File: src/rtl/neuron_lut_loader_if.sv
// rtl/neuron_lut_loader_if.sv - configuration stream and lookup port bundle for neuron_lut_loader
interface neuron_lut_loader_if #(
    parameter int IN_BITS  = 8,
    parameter int OUT_BITS = 1
);
    logic                cfg_start;
    logic [7:0]          cfg_data;
    logic                cfg_valid;
    logic                cfg_ready;
    logic                cfg_done;
    logic                table_ok;
    logic [IN_BITS-1:0]  M0;
    logic                M0_valid;
    logic [OUT_BITS-1:0] M1;
    logic                M1_valid;
    logic                lookup_err;

    modport slave (
        input  cfg_start, cfg_data, cfg_valid, M0, M0_valid,
        output cfg_ready, cfg_done, table_ok, M1, M1_valid, lookup_err
    );

    modport master (
        output cfg_start, cfg_data, cfg_valid, M0, M0_valid,
        input  cfg_ready, cfg_done, table_ok, M1, M1_valid, lookup_err
    );
endinterface

File: src/rtl/neuron_lut_loader.sv
// rtl/neuron_lut_loader.sv - runtime-loadable neuron truth table with registered lookups
module neuron_lut_loader #(
    parameter int IN_BITS  = 8,
    parameter int OUT_BITS = 1
) (
    input  logic               clk,
    input  logic               rst_n,
    neuron_lut_loader_if.slave bus
);
    localparam int TBITS  = (1 << IN_BITS) * OUT_BITS;
    localparam int NBYTES = TBITS / 8;
    localparam int CW     = (NBYTES > 1) ? $clog2(NBYTES) : 1;
    localparam int AW     = CW + 3;

    typedef enum logic [1:0] {
        IDLE,
        LOAD,
        READY
    } state_t;

    state_t          state;
    logic [CW-1:0]   cnt;
    logic [TBITS-1:0] mem;

    logic            accept;
    logic            last;
    logic            lk_ok;
    logic [AW-1:0]   wr_base;
    logic [AW-1:0]   rd_base;

    // A cfg_start in the same cycle as a byte wins; that byte is dropped.
    assign accept  = (state == LOAD) && bus.cfg_valid && !bus.cfg_start;
    assign last    = (cnt == CW'(NBYTES - 1));
    assign lk_ok   = (state == READY) && bus.M0_valid && !bus.cfg_start;
    assign wr_base = {cnt, 3'b000};
    assign rd_base = AW'(32'(bus.M0) * OUT_BITS);

    // Table storage is deliberately unreset so it maps onto distributed RAM.
    always_ff @(posedge clk) begin
        if (accept) begin
            mem[wr_base +: 8] <= bus.cfg_data;
        end
    end

    always_ff @(posedge clk or negedge rst_n) begin
        if (!rst_n) begin
            state          <= IDLE;
            cnt            <= '0;
            bus.cfg_ready  <= 1'b0;
            bus.cfg_done   <= 1'b0;
            bus.table_ok   <= 1'b0;
            bus.M1         <= '0;
            bus.M1_valid   <= 1'b0;
            bus.lookup_err <= 1'b0;
        end else begin
            bus.cfg_done   <= 1'b0;
            bus.M1_valid   <= lk_ok;
            bus.lookup_err <= bus.M0_valid && !lk_ok;
            if (lk_ok) begin
                bus.M1 <= mem[rd_base +: OUT_BITS];
            end

            if (bus.cfg_start) begin
                state         <= LOAD;
                cnt           <= '0;
                bus.cfg_ready <= 1'b1;
                bus.table_ok  <= 1'b0;
            end else if (accept) begin
                if (last) begin
                    state         <= READY;
                    cnt           <= '0;
                    bus.cfg_ready <= 1'b0;
                    bus.cfg_done  <= 1'b1;
                    bus.table_ok  <= 1'b1;
                end else begin
                    cnt <= cnt + CW'(1);
                end
            end
        end
    end
endmodule
File: src/flat_wrapper.sv
// flat-port wrapper written by rule: the top's interface ports become plain ports
module neuron_lut_loader_flat 
#(
    parameter int IN_BITS  = 8,
    parameter int OUT_BITS = 1
)
  (clk, rst_n, bus_cfg_start, bus_cfg_data, bus_cfg_valid, bus_M0, bus_M0_valid, bus_cfg_ready, bus_cfg_done, bus_table_ok, bus_M1, bus_M1_valid, bus_lookup_err);
  neuron_lut_loader_if #(.IN_BITS(IN_BITS), .OUT_BITS(OUT_BITS)) bus_i ();
  input  logic clk;
  input  logic rst_n;
  input wire logic [$bits(bus_i.cfg_start)-1:0] bus_cfg_start;
  input wire logic [$bits(bus_i.cfg_data)-1:0] bus_cfg_data;
  input wire logic [$bits(bus_i.cfg_valid)-1:0] bus_cfg_valid;
  input wire logic [$bits(bus_i.M0)-1:0] bus_M0;
  input wire logic [$bits(bus_i.M0_valid)-1:0] bus_M0_valid;
  output wire logic [$bits(bus_i.cfg_ready)-1:0] bus_cfg_ready;
  output wire logic [$bits(bus_i.cfg_done)-1:0] bus_cfg_done;
  output wire logic [$bits(bus_i.table_ok)-1:0] bus_table_ok;
  output wire logic [$bits(bus_i.M1)-1:0] bus_M1;
  output wire logic [$bits(bus_i.M1_valid)-1:0] bus_M1_valid;
  output wire logic [$bits(bus_i.lookup_err)-1:0] bus_lookup_err;
  assign bus_i.cfg_start = bus_cfg_start;
  assign bus_i.cfg_data = bus_cfg_data;
  assign bus_i.cfg_valid = bus_cfg_valid;
  assign bus_i.M0 = bus_M0;
  assign bus_i.M0_valid = bus_M0_valid;
  assign bus_cfg_ready = bus_i.cfg_ready;
  assign bus_cfg_done = bus_i.cfg_done;
  assign bus_table_ok = bus_i.table_ok;
  assign bus_M1 = bus_i.M1;
  assign bus_M1_valid = bus_i.M1_valid;
  assign bus_lookup_err = bus_i.lookup_err;
  neuron_lut_loader #(.IN_BITS(IN_BITS), .OUT_BITS(OUT_BITS)) u_core (.clk(clk), .rst_n(rst_n), .bus(bus_i));
endmodule
File: config.mk
export PLATFORM = sky130hd
export DESIGN_NAME = neuron_lut_loader_flat
export DESIGN_NICKNAME = d
export VERILOG_FILES = /design/src/rtl/neuron_lut_loader_if.sv /design/src/rtl/neuron_lut_loader.sv /design/src/flat_wrapper.sv
export SDC_FILE = /design/constraint.sdc
export NUM_CORES = 1
export LEC_CHECK = 0
export BUFFER_PORTS_ARGS = -buffer_cell sky130_fd_sc_hd__clkbuf_2
export CORE_MARGIN = 5
export CORE_UTILIZATION = 50
export CTS_CLUSTER_SIZE = 14
export DETAILED_ROUTE_END_ITERATION = 10
export GPL_ROUTABILITY_DRIVEN = 1
export PLACE_DENSITY = 0.65
export SETUP_SLACK_MARGIN = 0.3
export SLEW_MARGIN = 5
export SYNTH_ARGS = -nofsm -noshare
export SYNTH_HDL_FRONTEND = slang
export SYNTH_SLANG_ARGS = --single-unit
File: constraint.sdc
create_clock -name clk -period 3.3 [get_ports clk]
set_input_delay 0.66 -clock clk [delete_from_list [all_inputs] [get_ports clk]]
set_output_delay 0.66 -clock clk [all_outputs]
set_load 0.01 [all_outputs]
==> results of run 1 <==
==> through the flow <==
step	setup slack, ns	power [mW]	instances	hold slack (ns)
CTS	0.4562	7.303	1341	0.01875
detailed placement	0.2674	4.206	1289	0.5347
floorplan	0.4781	4.043	947	0.3644
global route	0.2749	7.488	1341	0.02655
finish	0.4993	7.262	1341	0.02928
global placement	0.3593	4.203	1289	0.5264
==> routing by layer <==
| metal | share of wire | vias to the layer above |
|---|---|---|
| met1 | 0.40 | 3937 |
| met2 | 0.47 | 398 |
| met3 | 0.090 | 76 |
| met4 | 0.035 | 0 |
| met5 | 0 | - |
| li1 | - | 3554 |
==> flip-flops by register name, indices dropped and copies added, names as in the netlist <==
register	count
u_core.mem	256
u_core.bus.cfg_done	1
u_core.bus.M1_valid	1
u_core.cnt	5
u_core.bus.table_ok	1
u_core.bus.lookup_err	1
u_core.bus.M1	1
u_core.state	1
==> cell usage after synthesis, drive strengths merged (3+ instances only) <==
cell type    n
edfxtp     256
nor2       255
nand2       82
and2        69
mux4        55
clkbuf      30
buf         29
mux2i       25
nor3        13
dfrtp       11
nand3        9
o21ai        8
ha           7
inv          7
o22ai        7
a31oi        6
mux2         6
nand2b       6
a21oi        5
a22oi        5
a211oi       4
and3         4
nor2b        4
o211ai       4
o221ai       4
a211o        3
o311ai       3
or3          3
==> worst paths after layout <==
path                                          to  slack, ns  cells after the start
setup reg to reg                 u_core.mem[243]       0.50                      9
min in group clk           u_core.bus.lookup_err       0.35                      2
max in group asynchronous          u_core.cnt[0]       3.00                      1
hold / removal                     u_core.cnt[4]       0.03                      1
setup / recovery                 u_core.mem[243]       0.50                      9
hold reg to reg                    u_core.bus.M1       0.56                      2
==> power by group through the flow <==
stage          registers (mW)  logic [mW]  clock network, mW
6_report                 3.68       0.464               3.12
5_1_grt                  3.68       0.491               3.32
4_1_cts                  3.68       0.456               3.17
3_5_place_dp             3.75       0.455                  0
3_3_place_gp             3.75       0.452                  0
2_1_floorplan            3.75       0.292                  0
==> placed cells by master, fill, tap and decap left out, types with 3 or more instances in the layout <==
| cell | count |
|---|---|
| nor3_1 | 12 |
| o22ai_1 | 7 |
| o221ai_1 | 4 |
| nor2_1 | 254 |
| dfrtp_1 | 11 |
| and3_1 | 4 |
| a22oi_1 | 4 |
| a21oi_1 | 5 |
| nand3_1 | 9 |
| nand2b_1 | 6 |
| a31oi_1 | 6 |
| clkbuf_16 | 29 |
| o211ai_1 | 3 |
| mux4_2 | 44 |
| nor2b_1 | 4 |
| buf_12 | 3 |
| mux2_2 | 6 |
| clkinv_2 | 7 |
| a211o_1 | 3 |
| clkbuf_2 | 24 |
| a211oi_1 | 4 |
| nand2_1 | 81 |
| buf_4 | 50 |
| mux2i_1 | 25 |
| mux4_1 | 11 |
| inv_1 | 7 |
| and2_1 | 68 |
| or3_1 | 3 |
| o21ai_0 | 7 |
| ha_1 | 7 |
| edfxtp_1 | 256 |
| clkinv_1 | 7 |
| clkbuf_8 | 5 |
==> cells by family (layout without fill, tap and decap cells) <==
family	after synthesis	after routing
AOI/OAI and AO/OA	58	58
xor gates and xnor gates	4	4
adders and majority gates	7	7
buffers and inverters	67	137
DFF	267	267
muxes	86	86
and+or+nand+nor	458	458
==> layout make-up <==
class,instances,area (um^2),area share
inverters,8,30.03,0.002135
repair buffers,77,555.5,0.03949
well taps,324,405.4,0.02882
clock inverters,16,125.1,0.008895
flip-flops and latches,267,7963,0.5661
clock buffers,36,802.0,0.05702
multi-input cells,613,4185,0.2975
==> results by group, run 1 <==
Clock network
  • Clk Latency, worst-skew pair: between 0.5 and 0.6 ns
  • Number of setup buffers added after CTS: 0
  • TritonCTS Buffers: 28
  • Clock Sinks: 267
  • CTS clk-pin slew, worst paths: 0.06 ns
  • H-Tree Depth: 1
  • CTS Root Cell: clkbuf_16
  • Cts-stage hold buffer count: 0
  • Post-CTS resize count: 0
  • Longest Clk Path Bufs: 3
  • CTS tree: done

GRT
  • Vias in the first global route: 8052
  • GRT Total Usage: 0.2313
  • Global route total overflow: 0
  • First-pass GRT wire length: 49.36 mm
  • Met3 Track Usage GR: 0.04267
  • Pin count of the biggest net entering global routing: slightly below 50
  • Grt peak-use layer: met2
  • Antenna violations before repair: 0
  • Met2 Track Usage GR: 0.3709
  • Met1 Use GR: 0.3246

Synthesis
  • Synth Area in Simple Gates: 0.1622
  • Net Count, Synth: 975
  • Seq/Total Area, Yosys: 0.6375
  • Post-Synth XOR/XNOR Area: 0.002805
  • Netlist cell types: between 60 and 70
  • Synth Flop Type: edfxtp_1
  • Synth area leader: edfxtp_1
  • Main combinational cell family by area after synthesis: simple AND/OR/NAND/NOR gates
  • Compound-Gate Fraction of Synth Area: 0.03376
  • Async SR Flop Fraction: 0.04120
  • Mapped cell area: 12490 um^2
  • Yosys top cell area share: 0.6155
  • Cell count after synthesis: approximately 950
  • Seq cells post-synth: between 200 and 300
  • EDFF count, synth: 256
  • Syn avg cell area: 13.19 um^2
  • Proportion of synthesized area in mux cells: 0.1279
  • Post-Synth Adder-Cell Area: 0.007013
  • Synth warn: 0
  • Top post-synthesis cells by area: edfxtp_1, mux4_2, nor2_1

Detailed routing
  • DRC Markers: 0
  • Vias/cell: a little under 6
  • DR iter-0 viols: 1027
  • Post-Route WL: 32.26 mm
  • Detailed-route via count: 7965
  • DR WL/cell: 24.05 um
  • ANT nets after route: 0
  • DRT Pass-1 Iters: 6

STA
  • Worst Tran Pin Value: 0.7868 ns
  • Clk_skew: between 0.015 and 0.02 ns
  • Period utilization: 0.8487
  • Final Hold Vio Count: 0
  • Final setup violation count: 0
  • Fmax: between 300 and 400 MHz
  • Slew margin rel.: 0.4681
  • Pins Over Slew Limit: 0
  • RSZ-0062 raised after global routing: no
  • Total Negative Setup Slacks: 0 ns
  • Min Tclk post-route: 2.801 ns

Worst setup path
  • Crit. End Element: flop
  • Crit path buffers/inverters: 2
  • Slowest-stage cell, CP: dfrtp_1
  • Critical path's top delay family: simple AND/OR/NAND/NOR gates
  • Worst endpoint required time: 3.54 ns
  • Slowest cell delay on critical path: 0.47 ns
  • CP Cell Sequence: inv_1 > ha_1 > or3b_1 > or3_1 > and2_1 > nor3_4 > nand2_1 > nor2_1 > buf_4
  • Worst setup SP type: flop
  • Reg-to-Reg Start: u_core.cnt[1]
  • Setup CP Type: flop to flop
  • Setup crit start: u_core.cnt[1]
  • Critical Path AT: 3.04 ns
  • Crit path max fanout: 9

Status
  • Status: finished, final reports clean

Finish
  • Ant diodes: 0
  • Layout Utilization: 0.5750
  • Final #Nets: 1023
  • Layout cells sized above 1: 0.1790
  • Final instance area: 14070 um^2
  • Area delta synth->final: 12.62%
  • Fill cells: between 1500 and 2000

Pwr
  • Switching Share: 0.2200
  • Int Power: 5.664 mW
  • P_sw: 1.597 mW
  • Sequential share of power: 0.507
  • Clock Power Share: 0.429
  • Pwr/cell area: between 500 and 600 nW/um^2
  • Leak: roughly 4.6 nW
  • VDD IR-drop max: 0.4034 mV
  • Logic pwr share: 0.064

Flow run
  • Maxcap violations: 0

Floorplan
  • Die ar.: ~28000 um^2
  • Die Y: 168.0 um
  • Core region area: 24460 um^2
  • Die Span X: roughly 170 um
  • IO Pins: 27
  • Num rows: 57
  • Initial Util: 0.5106

Place
  • Gpl congestion: 0.8750
  • Placed Instance Area: between 10000 and 15000 um^2
  • Placed wire-length estimate: 22.01 mm
  • Port bufs: 26

Min path
  • Hold Path Class: input port to asynchronous set/reset pin
No activity file was read; power rests on OpenSTA's default activity.
==> run 2, diff against run 1 <==
- PLACE_DENSITY: 0.65 -> 0.63
- clock period: 3.3 -> 2.6 ns (I/O delays scaled with it)
==> results by group, run 2 (synthesis results as in run 1) <==
Status
  • Status: finished, final reports clean

Worst setup path
  • Crit. End Element: flop
  • Slowest-stage cell, CP: dfrtp_1
  • Crit path buffers/inverters: 2 (unchanged)
  • Critical Path AT: 2.65 ns (-0.39 ns)
  • Reg-to-Reg Start: u_core.cnt[0]
  • Worst setup SP type: flop
  • Slowest cell delay on critical path: 0.40 ns (-0.07 ns)
  • R2r setup slk: 0.16 ns (-0.34 ns)
  • Setup CP Type: flop to flop
  • Worst endpoint required time: 2.81 ns (-0.73 ns)
  • RR Endpoint: u_core.mem[159]
  • Worst reg-to-reg path cell count: 9 (unchanged)
  • Critical path's top delay family: simple AND/OR/NAND/NOR gates
  • CP Cell Sequence: inv_4 > ha_4 > or3b_4 > or3_4 > and2_4 > nor3_4 > buf_6 > nand2_4 > nor2_4
  • Crit path max fanout: 8 (-1)

Min path
  • HP Start: bus_M0_valid
  • Hold Path Class: input port to flop
  • Hold Path Cell Cnt: 2
  • Worst Hold End: u_core.bus.lookup_err

Pwr
  • Pwr Total: 9.259 mW (+28%)
  • VDD IR-drop max: 0.6457 mV (+60%)
  • Leak: 4.829 nW (+4.3%)
  • Pwr/cell area: 629.6 nW/um^2 (+22%)

Clock network
  • CTS clk-pin slew, worst paths: 0.06 ns (about the same)
  • Clock Sinks: 267 (unchanged)
  • TritonCTS Buffers: 28 (unchanged)
  • CTS Root Cell: clkbuf_16
  • CTS tree: done
  • Longest Clk Path Bufs: 3 (unchanged)
  • H-Tree Depth: 1 (unchanged)
  • Clk Latency, worst-skew pair: 0.54 ns (about the same)

STA
  • Pins Over Slew Limit: 0 (unchanged)
  • Clk_skew: 0.01475 ns (-0.001418 ns)
  • Period utilization: 0.9388 (+0.09012)
  • Total Negative Setup Slacks: 0 ns (unchanged)
  • Fmax: 409.7 MHz (+15%)
  • Slew margin rel.: 0.4984 (+0.03027)
  • Final setup margin: 0.1591 ns (-0.3402 ns)
  • RSZ-0062 raised after global routing: yes
  • Final setup violation count: 0 (unchanged)
  • Min Tclk post-route: 2.441 ns (-0.3598 ns)
  • Worst Tran Pin Value: 0.7509 ns (-0.03587 ns)
  • Final hold slack: 0.1940 ns (+0.1647 ns)
  • Final Hold Vio Count: 0 (unchanged)

Finish
  • Area of the multi-input gates: 4573 um^2 (+9.3%)
  • Seq. cell area: 7963 um^2 (unchanged)
  • Final #Nets: 1051 (+2.7%)
  • Layout cells sized above 1: 0.2562 (+0.07728)
  • Commonest non-fill, non-tap cell in the layout: edfxtp_1
  • Fill cells: 1897 (-2.7%)
  • Cell Count, Final, Fillers Out: 1366 (+1.9%)
  • Commonest non-fill, non-tap cells in the layout: edfxtp_1, nor2_1, nand2_1, and2_1, buf_4
  • Most flops, register: u_core.mem
  • Max FFs per register: 256 (unchanged)
  • Ant diodes: 0 (unchanged)
  • Area delta synth->final: 17.75%
  • Largest registers: u_core.mem (256), u_core.cnt (5)

GRT
  • Antenna violations before repair: 1 (+1)
  • Pin count of the biggest net entering global routing: 49 (unchanged)
  • GRT Total Usage: 0.2362 (+0.004976)
  • Global route total overflow: 0 (unchanged)
  • Vias in the first global route: 8312 (+3.2%)
  • First-pass GRT wire length: 50.44 mm (+2.2%)

Place
  • Port bufs: 26 (unchanged)
  • Placed wire-length estimate: 22.81 mm (+3.6%)
  • Pre-CTS setup slack: 0.001082 ns (-0.2664 ns)
  • Placed Cells: 1313 (+1.9%)
  • Gpl congestion: 0.9653 (+10%)

Floorplan
  • Die Y: 168.0 um (unchanged)
  • Die Span X: 168.0 um (unchanged)
  • Initial Util: 0.5106 (unchanged)
  • Die ar.: 28240 um^2 (unchanged)
  • Core region area: 24460 um^2 (unchanged)
  • IO Pins: 27 (unchanged)
  • Num rows: 57 (unchanged)

Detailed routing
  • Detailed-route via count: 8098 (+1.7%)
  • DR WL/cell: 24.33 um (+1.1%)
  • DRC Markers: 0 (unchanged)
  • Post-Route WL: 33.23 mm (+3.0%)
  • DRT Pass-1 Iters: 5 (-1)
  • ANT nets after route: 0 (unchanged)
  • DR iter-0 viols: 822 (-20%)
  • Vias/cell: 5.928 (-0.19%)

Flow run
  • Maxcap violations: 0 (unchanged)
## run 2: cell count changes in the layout (fill, tap and decap cells not counted), moves of 3 or more
cell,before,now
and3_1,4,1
buf_4,50,60
buf_6,0,15
clkinv_2,7,3
nand2_1,81,70
nand2_2,1,6
nand2_4,0,4
nor2_1,254,219
nor2_2,1,11
nor2_4,0,25
## run 2: layer usage
layer / up-vias / part of all wire / routed length [um] / GRT usage
met2: 362 / 0.48 / 15860 / 0.3819
li1: 3594 / - / - / -
met3: 70 / 0.084 / 2796 / 0.03165
met5: - / 0 / 0 / 0
met4: 0 / 0.036 / 1180 / 0.07657
met1: 4072 / 0.40 / 13390 / 0.3361
## run 2: worst reg2reg max path, stage by stage, from the launching register on
cell,delay [ns]
dfrtp_1,0.40
inv_4,0.07
ha_4,0.13
or3b_4,0.38
or3_4,0.34
and2_4,0.16
nor3_4,0.12
buf_6,0.17
nand2_4,0.10
nor2_4,0.24
## run 2: metrics by stage
step	cell area, um^2	util
4_1_cts	14470	0.5915
3_3_place_gp	13470	0.5507
3_5_place_dp	13470	0.5507
6_report	14710	0.6012
5_1_grt	14710	0.6012
2_1_floorplan	12670	-
## run 2: worst max path at each step
stage / start / end / slack [ns] / depth (start not counted)
6_report: u_core.cnt[0] / u_core.mem[159] / 0.16 / 9
5_1_grt: u_core.cnt[3] / u_core.mem[2] / 0.09 / 4
4_1_cts: u_core.cnt[0] / u_core.mem[158] / 0.19 / 9
3_5_place_dp: bus_M0[0] / u_core.bus.M1 / 0.001 / 8
3_3_place_gp: u_core.cnt[1] / u_core.mem[156] / 0.03 / 8
2_1_floorplan: u_core.cnt[0] / u_core.mem[232] / 0.06 / 9
## run 2: cell type report
class                      count  area share
clock buffer                  38     0.05505
clock inverter                11    0.005360
inverter                       8    0.002212
multi-input combinational    613      0.3110
sequential                   267      0.5414
tap                          324     0.02757
timing repair buffer         105     0.05743
## run 2: power by group
group	internal [mW]	switching [mW]	leakage, nW
clock network	2.26	1.60	0.432
registers	4.67	0.00559	2.50
logic	0.239	0.489	1.90
## run 2: timing repair
action / in CTS / in global routing
buffers inserted: 2 / 1
pin swaps: 7 / 10
endpoints found under the setup margin: 328 / 458
hold endpoints to repair: 11 / 0
hold buffers: 1 / 0
resized for setup: 20 / 57
